<file path="config.mk">
export PLATFORM = sky130hd
export DESIGN_NAME = md_sequencer_flat
export DESIGN_NICKNAME = d
export VERILOG_FILES = /design/src/rtl/md_sequencer_if.sv /design/src/rtl/md_sequencer.sv /design/src/flat_wrapper.sv
export SDC_FILE = /design/constraint.sdc
export NUM_CORES = 1
export LEC_CHECK = 0
export CAP_MARGIN = 20
export CORE_UTILIZATION = 58
export DETAILED_ROUTE_END_ITERATION = 6
export PLACE_DENSITY = 0.81
export SLEW_MARGIN = 20
export SYNTH_ARGS = -nofsm -noshare
export SYNTH_HDL_FRONTEND = slang
export SYNTH_SLANG_ARGS = --single-unit
</file>
<file path="constraint.sdc">
create_clock -name clk -period 3.9 [get_ports clk]
set_input_delay 0.585 -clock clk [delete_from_list [all_inputs] [get_ports clk]]
set_output_delay 0.585 -clock clk [all_outputs]
set_load 0.01 [all_outputs]
</file>
<file path="src/rtl/md_sequencer_if.sv">
// Multiply/divide sequencer bus: operation request in, status and HI/LO results out.
// Latency: none, this is wiring only.
// Backpressure: the sequencer raises stall to freeze the issuing pipeline; no other flow control.
interface md_sequencer_if #(
  parameter int WIDTH = 32
);
  logic             start;
  logic             op;
  logic [WIDTH-1:0] A;
  logic [WIDTH-1:0] B;
  logic             flush;
  logic             stall;
  logic             busy;
  logic             done;
  logic             div_by_zero;
  logic [WIDTH-1:0] HI;
  logic [WIDTH-1:0] LO;

  // Pipeline side: issues operations and reads the architectural HI/LO.
  modport master (
    output start, op, A, B, flush,
    input  stall, busy, done, div_by_zero, HI, LO
  );

  // Sequencer side.
  modport slave (
    input  start, op, A, B, flush,
    output stall, busy, done, div_by_zero, HI, LO
  );
endinterface

</file>
<file path="src/rtl/md_sequencer.sv">
// Iterative MULTU/DIVU unit: one operand bit per cycle, results land in HI/LO.
// Latency: done WIDTH+1 cycles after the start cycle (1 cycle for a divide by zero).
// Backpressure: stall holds the pipeline from the start cycle through the last RUN cycle.
module md_sequencer #(
  parameter int WIDTH = 32
) (
  input logic          clk,
  input logic          reset,
  md_sequencer_if.slave bus
);

  localparam int CW = $clog2(WIDTH) + 1;

  typedef enum logic [1:0] {
    IDLE = 2'd0,
    RUN  = 2'd1,
    DONE = 2'd2
  } state_t;

  state_t             state;
  logic [CW-1:0]      cnt;
  logic               op_q;
  logic [WIDTH-1:0]   a_q;
  logic [WIDTH-1:0]   b_q;
  // MULTU: {upper partial product, multiplier bits still to consume}.
  // DIVU: low half holds dividend bits shifting out and quotient bits shifting in.
  logic [2*WIDTH-1:0] acc;
  // Restored remainder; the working remainder is the WIDTH+1 bit value 'shifted'.
  logic [WIDTH-1:0]   rem;
  logic [WIDTH-1:0]   hi_q;
  logic [WIDTH-1:0]   lo_q;
  logic               dbz_q;

  logic               accept;
  logic               b_zero;
  logic               last;
  logic [WIDTH:0]     madd;
  logic [WIDTH:0]     shifted;
  logic [WIDTH+1:0]   trial;
  logic               ge;
  logic [WIDTH-1:0]   res_hi;
  logic [WIDTH-1:0]   res_lo;

  // Flush in IDLE wins over start in the same cycle.
  assign accept = (state == IDLE) && bus.start && !bus.flush;
  assign b_zero = (bus.B == '0);
  assign last   = (cnt == CW'(WIDTH - 1));

  // One shift-add step: add the multiplicand when the current multiplier bit is set.
  assign madd = {1'b0, acc[2*WIDTH-1:WIDTH]} + (acc[0] ? {1'b0, a_q} : {(WIDTH+1){1'b0}});

  // One restoring step: bring in the next dividend bit and try to subtract the divisor.
  // shifted < 2*B, so a non-negative trial always fits back into WIDTH bits.
  assign shifted = {rem, acc[WIDTH-1]};
  assign trial   = {1'b0, shifted} - {2'b00, b_q};
  assign ge      = (trial[WIDTH+1:WIDTH] == 2'b00);

  // Select the result to publish in the DONE cycle.
  always_comb begin
    res_hi = acc[2*WIDTH-1:WIDTH];
    res_lo = acc[WIDTH-1:0];
    if (op_q) begin
      if (b_q == '0) begin
        res_hi = a_q;
        res_lo = '1;
      end else begin
        res_hi = rem;
        res_lo = acc[WIDTH-1:0];
      end
    end
  end

  // Sequencer FSM with the datapath and the architectural HI/LO registers.
  always_ff @(posedge clk or negedge reset) begin
    if (!reset) begin
      state <= IDLE;
      cnt   <= '0;
      op_q  <= 1'b0;
      a_q   <= '0;
      b_q   <= '0;
      acc   <= '0;
      rem   <= '0;
      hi_q  <= '0;
      lo_q  <= '0;
      dbz_q <= 1'b0;
    end else begin
      case (state)
        IDLE: begin
          if (accept) begin
            a_q   <= bus.A;
            b_q   <= bus.B;
            op_q  <= bus.op;
            cnt   <= '0;
            rem   <= '0;
            dbz_q <= bus.op && b_zero;
            acc   <= {{WIDTH{1'b0}}, (bus.op ? bus.A : bus.B)};
            state <= (bus.op && b_zero) ? DONE : RUN;
          end
        end
        RUN: begin
          if (bus.flush) begin
            state <= IDLE;
          end else begin
            cnt <= cnt + CW'(1);
            if (op_q) begin
              rem              <= ge ? trial[WIDTH-1:0] : shifted[WIDTH-1:0];
              acc[WIDTH-1:0]   <= {acc[WIDTH-2:0], ge};
            end else begin
              acc <= {madd, acc[WIDTH-1:1]};
            end
            if (last) begin
              state <= DONE;
            end
          end
        end
        DONE: begin
          if (!bus.flush) begin
            hi_q <= res_hi;
            lo_q <= res_lo;
          end
          state <= IDLE;
        end
        default: state <= IDLE;
      endcase
    end
  end

  // done and HI/LO are decoded from the DONE state so a flush arriving in that very
  // cycle can still suppress the pulse and the register write.
  assign bus.done        = (state == DONE) && !bus.flush;
  assign bus.HI          = bus.done ? res_hi : hi_q;
  assign bus.LO          = bus.done ? res_lo : lo_q;
  assign bus.busy        = (state != IDLE);
  assign bus.div_by_zero = dbz_q;
  assign bus.stall       = reset && (((state == IDLE) && bus.start) || (state == RUN));

endmodule

</file>
<file path="src/flat_wrapper.sv">
// flat-port wrapper written by rule: the top's interface ports become plain ports
module md_sequencer_flat 
#(
  parameter int WIDTH = 32
)
  (clk, reset, bus_start, bus_op, bus_A, bus_B, bus_flush, bus_stall, bus_busy, bus_done, bus_div_by_zero, bus_HI, bus_LO);
  md_sequencer_if #(.WIDTH(WIDTH)) bus_i ();
  input logic clk;
  input logic reset;
  input wire logic [$bits(bus_i.start)-1:0] bus_start;
  input wire logic [$bits(bus_i.op)-1:0] bus_op;
  input wire logic [$bits(bus_i.A)-1:0] bus_A;
  input wire logic [$bits(bus_i.B)-1:0] bus_B;
  input wire logic [$bits(bus_i.flush)-1:0] bus_flush;
  output wire logic [$bits(bus_i.stall)-1:0] bus_stall;
  output wire logic [$bits(bus_i.busy)-1:0] bus_busy;
  output wire logic [$bits(bus_i.done)-1:0] bus_done;
  output wire logic [$bits(bus_i.div_by_zero)-1:0] bus_div_by_zero;
  output wire logic [$bits(bus_i.HI)-1:0] bus_HI;
  output wire logic [$bits(bus_i.LO)-1:0] bus_LO;
  assign bus_i.start = bus_start;
  assign bus_i.op = bus_op;
  assign bus_i.A = bus_A;
  assign bus_i.B = bus_B;
  assign bus_i.flush = bus_flush;
  assign bus_stall = bus_i.stall;
  assign bus_busy = bus_i.busy;
  assign bus_done = bus_i.done;
  assign bus_div_by_zero = bus_i.div_by_zero;
  assign bus_HI = bus_i.HI;
  assign bus_LO = bus_i.LO;
  md_sequencer #(.WIDTH(WIDTH)) u_core (.clk(clk), .reset(reset), .bus(bus_i));
endmodule
</file>
==> run_results.csv <==
group,metric,value,unit
placed_design,dp.cells,2008,
final_layout,nNetsFinal,1859,
worst_setup_path,crit_chain,"nor4_1, nand4_1, nor2_4, bufbuf_16, mux2i_1, nand2_1, o21ai_0, o21ai_1, clkdlybuf4s50_1",
final_layout,layout-drive-gt1-share,0.0713,
floorplanning,ios,137,
min_path,hold_class,"register to register",
worst_setup_path,crit_buf_inv,2,
drt,via_per_inst,6.11,
yosys,ys_ff_latch,234,
sta,finalHoldViolations,0,
placed_design,portBuffers,136,
worst_setup_path,cp_top_family,"simple AND/OR/NAND/NOR gates",
sta,fin_setup_tns,0,ns
global_route,use_met3,0.0476,
clocking,insertion_delay,0.54,ns
final_layout,layout_commonest_cell,"nand2_1",
drt,drt-initial-drc-count,1070,
drt,wl_per_cell,20.5,um
pwr,power,0.00714,W
final_layout,area_delta_synth_final,18.8,%
global_route,grt_max_degree,98,
sta,fmax,263,MHz
sta,clock_skew,0.0124,ns
global_route,grt_pass1_wl,65.3,mm
floorplanning,dieHeight,158,um
yosys,ys_seq_area_frac,0.414,
clocking,cts_tree,"built",
yosys,synth_warnings,0,
global_route,grt_usage,0.341,
sta,post-route-period-util,0.975,
worst_setup_path,start_kind,"register",
sta,finalSetupViolations,0,
sta,maxSlewHeadroom,0.428,
global_route,grt_pass1_vias,11800,
floorplanning,start_util,0.597,
drt,wl,42.2,mm
yosys,yosysTopAreaCell,"dfrtp_1",
sta,rsz0062_at_grt,"true",
floorplanning,row_count,56,
yosys,synth_top_area_frac,0.414,
min_path,hp-start,"u_core.hi_q[15]",
placed_design,dpl.hpwl,30.8,mm
pwr,power_leakage,7.99,nW
worst_setup_path,crit_type,"register to output pin",
yosys,synth_area,14100,um2
final_layout,final_util,0.709,
global_route,met2_usage,0.532,
yosys,synth.distinct_cells,67,
run,drv_cap,0,
sta,period_needed,3.80,ns
clocking,htreeDepth,1,
yosys,synth_nets,1757,
global_route,grt-ovfl-total,0,
sta,drv_slew,0,
worst_setup_path,cpPeakStageDelay,0.57,ns
clocking,clockBufferDepth,3,
placed_design,gp_congestion,0.966,
floorplanning,die_area,25000,um2
yosys,ys.flop_type,"dfrtp_1",
yosys,syn_inst,1621,
global_route,antenna_found_initial,0,
final_layout,n_antenna_cell,0,
run_status,status,"complete, no violations",
clocking,cts.sinks,234,
yosys,synth_edf_count,0,
pwr,peakVddDrop,0.000292,V
yosys,async_flop_share,1.00,
worst_setup_path,required,3.31,ns
floorplanning,die_w,158,um
drt,postRouteAntennaNets,0,
worst_setup_path,crit_arrival,3.22,ns
worst_setup_path,path_max_fanout,12,
drt,num_vias,12600,
worst_setup_path,cp-startpoint,"u_core.b_q[10]",
final_layout,final_cell_mix,"365 x nand2_1, 233 x dfrtp_1, 202 x o21ai_0",
final_layout,instances_no_fill,2059,
global_route,grt.met1_usage,0.460,
pwr,power.density,425,nW/um2
drt,remaining_drc_errors,0,
floorplanning,coreArea,23700,um2
global_route,grt_most_used_layer,"met2",
yosys,synthTopCellsByArea,"dfrtp_1 41%, nand2_1 9.7%, o21ai_0 7.8%",
clocking,path_clk_slew,0.06,ns
yosys,syn_area_per_cell,8.72,um2
drt,drt_pass1_iterations,6,
worst_setup_path,crit_slowest_cell,"clkdlybuf4s50_1",
sta,holdWs,0.484,ns
worst_setup_path,worst_setup_path_end_kind,"output pin",
worst_setup_path,critical_path.reg2reg.startpoint,"u_core.acc[31]",
sta,worst_slew_pin_slew,0.856,ns
clocking,root_buffer,"clkbuf_16",
clocking,cts_made_buffers,26,
[what timing repair did]
action,4_1_cts,5_1_grt
endpoints found under the setup margin,31,26
endpoints found under the hold margin,34,0
setup buffers,0,4
resized for setup,4,24
hold buffers,1,0
cloned,1,0
pin swaps,0,5
[metrics by stage]
step | worst slack [ns] | area [um2]
finish | 0.0981 | 16800
global placement | 0.430 | 15800
CTS | 0.0127 | 16700
floorplan | 0.593 | 14100
detailed placement | 0.295 | 15800
global route | -0.0329 | 16800
[metal layers]
layer  share of wire  up-vias
met2            0.45      486
met4           0.058        0
li1                -     5892
met1            0.42     6086
met3           0.071      119
met5               0        -
[flip-flops by register name, indices dropped and copies added (netlist names)]
| name | flops |
|---|---|
| u_core.hi_q | 32 |
| u_core.cnt | 6 |
| u_core.lo_q | 32 |
| u_core.acc | 64 |
| u_core.bus.div_by_zero | 1 |
| u_core.op_q | 1 |
| u_core.state | 2 |
| u_core.a_q | 32 |
| u_core.rem | 32 |
| u_core.b_q | 32 |
[worst paths after layout]
check,endpoint,slack (ns),depth (start not counted)
min reg2reg,u_core.hi_q[15],0.48,2
max reg2reg,u_core.rem[30],0.31,14
min,u_core.hi_q[15],0.48,2
max,bus_HI[23],0.1,9
max in group asynchronous,u_core.acc[5],2.32,3
min in group asynchronous,u_core.hi_q[12],0.51,2
[worst reg2reg max path, cell delays in order, from the launching register on]
cell	delay, ns
dfrtp_1	0.34
inv_1	0.08
ha_1	0.24
fa_1	0.41
nor2b_1	0.16
o31a_1	0.20
o311ai_1	0.12
a211o_1	0.30
o22a_1	0.25
a311o_1	0.33
and3_1	0.20
a21oi_4	0.12
buf_4	0.36
mux2i_1	0.26
o21ai_1	0.08
[report_power, final]
part	internal [W]	switching [W]
Clock	0.00157	0.00101
Combinational	0.000673	0.000969
Sequential	0.00266	0.000256
[cell usage after synthesis, types with 6 or more instances]
library cell	instances
xnor2_1	28
xor2_1	26
o21ai_1	13
o21ai_0	220
a21oi_1	61
a21o_1	36
buf_1	13
o21a_1	7
o211ai_1	6
mux2_2	28
ha_1	65
a31oi_1	8
buf_2	7
o22a_1	33
o311ai_1	10
mux2i_1	84
nand2b_1	10
clkbuf_1	71
nand3_1	29
nor2_1	35
nand4_1	7
inv_1	54
and2_1	35
and3_1	10
nor3_1	9
a211o_1	6
nand2_1	366
nor2b_1	12
dfrtp_1	234
nor4_1	16
[cell families after synthesis]
| logic type | count (synthesis) | share of synthesized area |
|---|---|---|
| muxes | 112 | 0.0818 |
| buffers and inverters | 152 | 0.0436 |
| AOI/OAI and AO/OA | 455 | 0.198 |
| and+or+nand+nor | 547 | 0.169 |
| adders and majority gates | 67 | 0.0603 |
| xor gates and xnor gates | 54 | 0.0334 |
| DFF | 234 | 0.414 |
[layout make-up]
class,instances,area [um2]
Sequential cell,234,5860
Fill cell,1861,6880
Multi-Input combinational cell,1235,7720
Timing Repair Buffer,171,1720
Clock inverter,9,128
Clock buffer,36,769
Inverter,55,206
Tap cell,319,399
No activity file was read; power rests on OpenSTA's default activity.
